--- config.mk ---
export PLATFORM = sky130hd
export DESIGN_NAME = pipe_core
export DESIGN_NICKNAME = d
export VERILOG_FILES = /design/src/rtl/pipe_core.sv
export SDC_FILE = /design/constraint.sdc
export NUM_CORES = 2
export LEC_CHECK = 0
export ABC_AREA = 0
export BUFFER_PORTS_ARGS = -buffer_cell sky130_fd_sc_hd__buf_2
export CAP_MARGIN = 0
export CORE_AREA = 10 10 501 503
export CTS_BUF_LIST = sky130_fd_sc_hd__clkbuf_2 sky130_fd_sc_hd__clkbuf_4 sky130_fd_sc_hd__clkbuf_8
export DETAILED_ROUTE_END_ITERATION = 16
export DIE_AREA = 0 0 511 513
export PLACE_DENSITY = 0.46
export SYNTH_ARGS = -nofsm -noshare
export SYNTH_HDL_FRONTEND = slang
export SYNTH_SLANG_ARGS = --single-unit
export TNS_END_PERCENT = 10
--- constraint.sdc ---
create_clock -name clk -period 20.2 [get_ports clk]
set_input_delay 1.01 -clock clk [delete_from_list [all_inputs] [get_ports clk]]
set_output_delay 1.01 -clock clk [all_outputs]
set_load 0.005 [all_outputs]
--- src/rtl/pipe_core.sv ---
// pipe_core: five-stage (IF, ID, EX, MEM, WB) in-order pipeline with an 8-entry
// register file, a writable instruction memory and a small data memory.
//
// Build option: define PIPE_CORE_FWD_EN to forward EX operands from EX/MEM and
// MEM/WB, leaving only load-use stalls. Without it, ID stalls on any producer
// still in EX or MEM.
//
// Ports:
//   clk           clock, rising edge
//   reset         asynchronous, active-high reset
//   imem_we       instruction-memory write strobe (works during reset too)
//   imem_addr     instruction-memory write address
//   imem_wdata    instruction word to write
//   pc            current fetch address
//   retire_valid  one-cycle pulse when an instruction completes writeback
//   retire_rd     destination register of the retiring instruction
//   retire_data   value written (store data for STORE)
//   stall         IF/ID held this cycle because of a hazard
//   halted        sticky, set when HALT retires
module pipe_core #(
    parameter int XLEN       = 32,
    parameter int IMEM_DEPTH = 16,
    parameter int DMEM_DEPTH = 16
) (
    input  logic                          clk,
    input  logic                          reset,
    input  logic                          imem_we,
    input  logic [$clog2(IMEM_DEPTH)-1:0] imem_addr,
    input  logic [31:0]                   imem_wdata,
    output logic [$clog2(IMEM_DEPTH)-1:0] pc,
    output logic                          retire_valid,
    output logic [2:0]                    retire_rd,
    output logic [XLEN-1:0]               retire_data,
    output logic                          stall,
    output logic                          halted
);
    localparam int IAW = $clog2(IMEM_DEPTH);
    localparam int DAW = $clog2(DMEM_DEPTH);

    typedef enum logic [2:0] {
        OP_ADD, OP_SUB, OP_LOAD, OP_STORE, OP_ADDI, OP_HALT, OP_NOP
    } op_t;

    logic [31:0]     imem [IMEM_DEPTH];
    logic [XLEN-1:0] dmem [DMEM_DEPTH];
    logic [XLEN-1:0] rf   [8];

    logic            fetch_off;
    logic            fd_valid;
    logic [31:0]     fd_instr;
    logic            de_valid;
    op_t             de_op;
    logic [2:0]      de_rd;
    logic [XLEN-1:0] de_a, de_b, de_imm;
`ifdef PIPE_CORE_FWD_EN
    logic [2:0]      de_rs1, de_rs2;
`endif
    logic            em_valid;
    op_t             em_op;
    logic [2:0]      em_rd;
    logic [XLEN-1:0] em_result, em_sdata;
    logic            mw_valid, mw_halt;
    logic [2:0]      mw_rd;
    logic [XLEN-1:0] mw_data;

    // ID decode; rd is forced to 0 for non-writers so "rd != 0" means "writes"
    op_t             id_op;
    logic [2:0]      id_rd, id_rs1, id_rs2;
    logic            id_use1, id_use2, id_wr, hazard, halt_id;
    logic [XLEN-1:0] id_imm, id_a, id_b;

    always_comb begin
        id_rs1 = fd_instr[22:20];
        id_rs2 = fd_instr[19:17];
        id_imm = XLEN'($signed(fd_instr[16:0]));
        case (fd_instr[31:26])
            6'd0:    id_op = OP_ADD;
            6'd1:    id_op = OP_SUB;
            6'd2:    id_op = OP_LOAD;
            6'd3:    id_op = OP_STORE;
            6'd4:    id_op = OP_ADDI;
            6'd63:   id_op = OP_HALT;
            default: id_op = OP_NOP;
        endcase
        id_use1 = id_op inside {OP_ADD, OP_SUB, OP_LOAD, OP_STORE, OP_ADDI};
        id_use2 = id_op inside {OP_ADD, OP_SUB, OP_STORE};
        id_wr   = id_op inside {OP_ADD, OP_SUB, OP_LOAD, OP_ADDI};
        id_rd   = id_wr ? fd_instr[25:23] : 3'd0;

        // register read with write-through from the instruction in WB
        if (id_rs1 == 3'd0)                         id_a = '0;
        else if (mw_valid && mw_rd == id_rs1)       id_a = mw_data;
        else                                        id_a = rf[id_rs1];
        if (id_rs2 == 3'd0)                         id_b = '0;
        else if (mw_valid && mw_rd == id_rs2)       id_b = mw_data;
        else                                        id_b = rf[id_rs2];

`ifdef PIPE_CORE_FWD_EN
        hazard = de_valid && de_op == OP_LOAD && de_rd != 3'd0 &&
                 ((id_use1 && de_rd == id_rs1) || (id_use2 && de_rd == id_rs2));
`else
        hazard = (de_valid && de_rd != 3'd0 &&
                  ((id_use1 && de_rd == id_rs1) || (id_use2 && de_rd == id_rs2))) ||
                 (em_valid && em_rd != 3'd0 &&
                  ((id_use1 && em_rd == id_rs1) || (id_use2 && em_rd == id_rs2)));
`endif
        stall   = fd_valid && hazard;
        halt_id = fd_valid && id_op == OP_HALT;
    end

    logic [XLEN-1:0] ex_a, ex_b, ex_result, mem_data;

    always_comb begin
        ex_a = de_a;
        ex_b = de_b;
`ifdef PIPE_CORE_FWD_EN
        // a LOAD never sits in EX/MEM ahead of a consumer: load-use stall
        if (em_valid && em_rd != 3'd0 && em_rd == de_rs1)      ex_a = em_result;
        else if (mw_valid && mw_rd != 3'd0 && mw_rd == de_rs1) ex_a = mw_data;
        if (em_valid && em_rd != 3'd0 && em_rd == de_rs2)      ex_b = em_result;
        else if (mw_valid && mw_rd != 3'd0 && mw_rd == de_rs2) ex_b = mw_data;
`endif
        case (de_op)
            OP_ADD:                     ex_result = ex_a + ex_b;
            OP_SUB:                     ex_result = ex_a - ex_b;
            OP_LOAD, OP_STORE, OP_ADDI: ex_result = ex_a + de_imm;
            default:                    ex_result = '0;
        endcase

        case (em_op)
            OP_LOAD:          mem_data = dmem[em_result[DAW-1:0]];
            OP_STORE:         mem_data = em_sdata;
            OP_HALT, OP_NOP:  mem_data = '0;
            default:          mem_data = em_result;
        endcase
    end

    always_ff @(posedge clk) begin
        if (imem_we) imem[imem_addr] <= imem_wdata;
    end

    always_ff @(posedge clk) begin
        if (!reset && em_valid && em_op == OP_STORE) dmem[em_result[DAW-1:0]] <= em_sdata;
    end

    always_ff @(posedge clk or posedge reset) begin
        if (reset) begin
            pc           <= '0;
            fetch_off    <= 1'b0;
            fd_valid     <= 1'b0;
            fd_instr     <= '0;
            de_valid     <= 1'b0;
            de_op        <= OP_NOP;
            de_rd        <= '0;
            de_a         <= '0;
            de_b         <= '0;
            de_imm       <= '0;
`ifdef PIPE_CORE_FWD_EN
            de_rs1       <= '0;
            de_rs2       <= '0;
`endif
            em_valid     <= 1'b0;
            em_op        <= OP_NOP;
            em_rd        <= '0;
            em_result    <= '0;
            em_sdata     <= '0;
            mw_valid     <= 1'b0;
            mw_halt      <= 1'b0;
            mw_rd        <= '0;
            mw_data      <= '0;
            retire_valid <= 1'b0;
            retire_rd    <= '0;
            retire_data  <= '0;
            halted       <= 1'b0;
            for (int i = 0; i < 8; i++) rf[i] <= '0;
        end else begin
            // IF: hold on hazard; squash and stop fetching once HALT is decoded
            if (!stall) begin
                if (halt_id || fetch_off) begin
                    fd_valid <= 1'b0;
                end else begin
                    fd_valid <= 1'b1;
                    fd_instr <= imem[pc];
                    pc       <= pc + IAW'(1);
                end
            end
            if (halt_id) fetch_off <= 1'b1;

            // ID -> EX: a hazard sends a bubble forward
            de_valid <= fd_valid && !stall;
            de_op    <= id_op;
            de_rd    <= id_rd;
            de_a     <= id_a;
            de_b     <= id_b;
            de_imm   <= id_imm;
`ifdef PIPE_CORE_FWD_EN
            de_rs1   <= id_rs1;
            de_rs2   <= id_rs2;
`endif

            em_valid  <= de_valid;
            em_op     <= de_op;
            em_rd     <= de_rd;
            em_result <= ex_result;
            em_sdata  <= ex_b;

            mw_valid <= em_valid;
            mw_halt  <= em_op == OP_HALT;
            mw_rd    <= em_rd;
            mw_data  <= mem_data;

            retire_valid <= mw_valid;
            retire_rd    <= mw_valid ? mw_rd : 3'd0;
            retire_data  <= mw_valid ? mw_data : '0;
            if (mw_valid && mw_rd != 3'd0) rf[mw_rd] <= mw_data;
            if (mw_valid && mw_halt)       halted    <= 1'b1;
        end
    end
endmodule

* Word-level counts from Yosys, hierarchy flattened
Memory sizes are Yosys's and may differ from the RTL's. A register that Yosys moved wholly into a read port is not among the register bits.
Index checks and enable logic that the tools add are counted.
** Storage, ports and cells
- Bits in registers :: 495
- RAM bits :: 1024
- Input port bits :: 39
- Output and inout port bits :: 42
- Logic and storage cells :: 131
- Memories kept :: 2
** Cells by class
- Add/subtract/negate cells :: 4
- $lt $le $gt $ge :: 4
- Equality and inequality tests :: 24
- Muxes and demuxes :: 24
- Bitwise gates (word level) :: 5
- Reduce and logical (&&, ||, !) cells :: 38
** Memory list
- dmem :: words 16, bits a word 32, rd ports 1, clocked after Yosys merged registers in 0, wr ports 1, line 45 : logic [XLEN-1:0] dmem [DMEM_DEPTH];
- imem :: words 16, bits a word 32, rd ports 1, clocked after Yosys merged registers in 1, wr ports 1, line 44 : logic [31:0] imem [IMEM_DEPTH];
** Operator list (number)
- two-way mux 32 bit :: 10
- bitwise mux 256 bit :: 1
- binary-select mux 32 bit (select 3 bit) :: 2
- one-hot mux 32 bit (3 select lines) :: 2
- demux 32 bit (select 3 bit) :: 1
- adder 32 bit :: 2
- subtractor 32 bit :: 1
- == test 3 x 2 -> 1 bit, second input constant :: 6
- == test 3 bit :: 6
- logical AND 1 bit :: 18
- one-hot mux 3 bit (6 select lines) :: 1
- == test 3 bit, second input constant :: 5
- == test 6 x 2 -> 1 bit, second input constant :: 2
- >= comparator 4 bit, second input constant :: 3
- zero test 3 bit :: 4
- NOT 3 -> 4 bit :: 3
- nonzero test 3 bit :: 4
- == test 3 x 1 -> 1 bit, second input constant :: 2
- == test 6 x 1 -> 1 bit, second input constant :: 1
- == test 6 x 3 -> 1 bit, second input constant :: 1
- == test 6 bit, second input constant :: 1
- zero test 6 bit :: 1
- two-way mux 3 bit :: 2
- two-way mux 1 bit :: 5
- 10 further kinds :: 15

* Depth between registers and ports, before layout
- Depth in word-level cells :: 11
- Depth in mapped cells :: 19
- Depth with buffers taken out :: 18

* Worst setup path after synthesis
Ideal clock, no wire load.
- Path kind :: input port to flip-flop
- From :: in reset
- To :: mem dmem[0][0] (enable)
- Library setup time :: 0.461 ns
- Data arrival time :: 3.852 ns
- Required time :: 19.739 ns
- Setup slack :: 15.887 ns
- Stages :: 4
- Buffers on the path :: 0
- Cells stage by stage :: nor3b_1 -> nand2_1 -> or3_1 -> nor3_1
** On the way
- Longest elaborated chain between the ends :: 5
** Ends and longest elaborated chain
- start, declared :: line 26 : input logic reset,
- zero test 1 bit (no line)
- logical AND 1 bit (2 in a row) :: line 143 : if (!reset && em_valid && em_op == OP_STORE) dmem[em_result[DAW-1:0]] <= em_sdata;
- two-way mux 1 bit :: line 143
- two-way mux 1 bit (not written as such) :: line 143
- end, declared :: line 45
No other way between the ends.

* Worst setup path in the final report
- From :: reg em_result[0]
- To :: mem dmem[13][30] (enable)
** RTL lines
- start, declared :: line 61 : logic [XLEN-1:0] em_result, em_sdata;
- start signal, assigned :: line 204 : em_result <= ex_result;
Straight into the memory's write port.

==> impl_metrics.yaml <==
status:
  status: "finished clean"
clock_network:
  cts_root_buf: "clkbuf_8"
  postCtsSetupBuffers: 0
  clock_latency_ns: 1.03
  postCtsResizedCells: 0
  cts_tree: "yes"
  clkSinkCount: 1519
  hold_buffers: 0
  cts-buffers-inserted: 240
  cts_buffer_depth: 3
  cts.clk_slew.worst_paths_ns: 0.07
  htree_levels: 4
placed_design:
  hpwl_mm: 103
  port_buffers: 80
  gp_congestion: 0.851
  post-place-ws_ns: 15.09
critical_path:
  worst-setup-path-type: "register to register"
  worstPathMaxFanout: 44
  critPathArrivalTime_ns: 5.53
  worst_path_most_repeated_cell: "buf_4"
  ff2ff_path_depth: 6
  cp.depth: 6
  path_buf_inv: 4
  cpMaxStageDelayCell: "buf_4"
  cp-end-kind: "register"
  start_kind: "register"
  slowest_delay_ns: 0.81
  required_ns: 20.81
  crit_chain: "buf_4, buf_4, buf_4, nand2_1, nor2_4, buf_4"
  cp_top_family: "buffers and inverters"
synth:
  synth.distinct_cells: 72
  yosysWarnings: 0
  synth_edf_count: 1024
  ys_top_cells_by_count: "edfxtp_1 (1024), dfrtp_1 (491), mux4_2 (256), o21ai_0 (233), mux2_2 (226)"
  syn_avg_cell_area_um2: 16.4
  synth_top_cell_by_area: "edfxtp_1"
  synth_top_area_share_pct: 49.4
  netlist_instances: 3787
  async_flop_share_pct: 32.6
  synthMostInstantiatedCell: "edfxtp_1"
  yosysSeqAreaShare_pct: 69.4
  ys_top_cells_by_area: "edfxtp_1 (49%), dfrtp_1 (20%), mux4_2 (9.3%)"
  syn_nets: 3867
  netlist_area_um2: 62200
  synth_ff_type: "edfxtp_1"
  ys_ff_latch: 1519
timing:
  min_period_over_period_pct: 24.4
  worst_slew_pin_slew_ns: 1.15
  finalCriticalPeriod_ns: 4.92
  hold_slack_ns: 0.267
  rsz0062_at_grt: "false"
  fin_tns_setup_ns: 0
  max_freq_mhz: 203
  fin_ws_ns: 15.28
  hold_viol_final: 0
  slew_violations: 0
  max_slew_margin_pct: 23.0
  setup_viol: 0
  fin_worst_skew_ns: 0.0907
detailed_routing:
  ant_nets: 0
  first_iter_violations: 2749
  highest_layer: "met5"
  vias: 35200
  first_pass_iters: 6
  wirelength_met1_mm: 79.6
  routed_wl_mm: 179
  route.met3.wl_mm: 9.98
  wl_per_cell_um: 24.5
  dr_wl_met2_mm: 83.3
  viasPerCell: 4.80
  drc_errors: 0
cells_and_area:
  drive_gt1_share_pct: 27.4
  fillCellCount: 23700
  layout.nets: 4007
  area_delta_synth_final_pct: 15.1
  postLayoutCoreUtil_pct: 29.8
grt:
  grtUsageTotal_pct: 13.3
  grt_pass1_wl_mm: 261
  grt_pass1_vias: 36600
  grt_start_max_net_pins: 109
  overflow: 0
  antenna_found_initial: 30
pwr:
  power_leakage_nw: 26.1
  power_mw: 9.65
  cellPowerDensity_nw_per_um2: 135
  vdd_drop_max_mv: 0.0665
die:
  die_h_um: 513
  dieArea_um2: 262000
  die_w_um: 511
  initial_core_util_pct: 25.9
  placementRows: 180
  ios: 81
  core-area_um2: 240000
job:
  drv_cap: 0
hold_path:
  hold_class: "input port to asynchronous set/reset pin"
-- final cells by class --
class | count | area, µm² | share of cell area (%)
Antenna cell | 6 | 15.0 | 0.0210
Clock buffer | 344 | 4250 | 5.93
Clock inverter | 109 | 769 | 1.07
Inverter | 19 | 78.8 | 0.110
Multi-Input combinational cell | 1978 | 18300 | 25.5
Sequential cell | 1519 | 43200 | 60.3
Tap cell | 3185 | 3990 | 5.56
Timing Repair Buffer | 169 | 1080 | 1.51
-- placed cells by master, fill, tap and decap left out, types with 48 or more instances in the layout --
cell type  Yosys  layout
nor2_1       167     142
a21o_1        48      48
clkinv_1       0      58
buf_2          1      80
a21oi_1      102     102
buf_4          0      88
edfxtp_1    1024    1024
dfrtp_1      491     476
mux4_2       256     256
clkbuf_8       0     266
clkbuf_4       0      78
o31ai_1       70      70
nand2_1      191     189
mux2_2       226     226
o21ai_0      233     233
mux2i_1      167     167
o211ai_1      69      69
o22ai_1       67      67
-- cell families (layout without fill, tap and decap cells) --
| kind of cell | Yosys count | in the layout | share of synthesized area (%) |
|---|---|---|---|
| flops | 1519 | 1519 | 69.4 |
| simple gates | 526 | 526 | 3.91 |
| mux | 649 | 649 | 16.0 |
| other cells | 0 | 6 | 0 |
| fa+ha+maj | 41 | 41 | 0.837 |
| buf+inv | 290 | 641 | 1.75 |
| xor+xnor | 44 | 44 | 0.620 |
| compound gates | 718 | 718 | 7.48 |
-- metrics by stage --
stage          area, µm²  instances
4_1_cts            71600       7323
5_1_grt            71600       7327
3_5_place_dp       66600       6870
6_report           71600       7329
3_3_place_gp       66600       6870
2_1_floorplan      62200       3787
-- final timing paths --
path | to | start | slack (ns)
min in group clk | de_imm[12]$_DFF_PP0_ | fd_instr[12]$_DFFE_PP0P_ | 0.36
hold reg to reg | de_imm[12]$_DFF_PP0_ | fd_instr[12]$_DFFE_PP0P_ | 0.36
hold / removal | halted$_DFFE_PP0P_ | reset | 0.27
setup / recovery | dmem[13][30]$_DFFE_PP_ | em_result[0]$_DFF_PP0_ | 15.28
setup reg to reg | dmem[13][30]$_DFFE_PP_ | em_result[0]$_DFF_PP0_ | 15.28
max in group asynchronous | em_result[1]$_DFF_PP0_ | reset | 18.28
-- power by group --
group | internal [mW] | switching (mW)
clock network | 1.45 | 1.28
logic | 1.05 | 1.62
registers | 3.71 | 0.554
total | 6.21 | 3.45
-- sequential cells by signal, indices dropped and copies added (netlist names), 3 cells and up --
register / flops
de_a: 32
mw_data: 32
retire_rd: 3
fd_instr: 32
de_rd: 3
em_sdata: 32
de_b: 32
imem: 512
retire_data: 32
pc: 4
de_imm: 17
em_result: 32
dmem: 512
rf: 224
em_op: 3
em_rd: 3
de_op: 3
mw_rd: 3
-- worst register-to-register path: stages, from the launching register on --
cell	delay, ns
dfrtp_4	0.55
buf_4	0.70
buf_4	0.90
buf_4	0.84
nand2_1	0.44
nor2_4	0.64
buf_4	0.47
-- layer usage --
layer / global-route usage, % / up-vias
li1: - / 15200
met1: 17.9 / 18600
met2: 21.0 / 933
met3: 2.92 / 370
met4: 4.82 / 32
met5: 0 / -
Power figures use the tool's default switching activity.
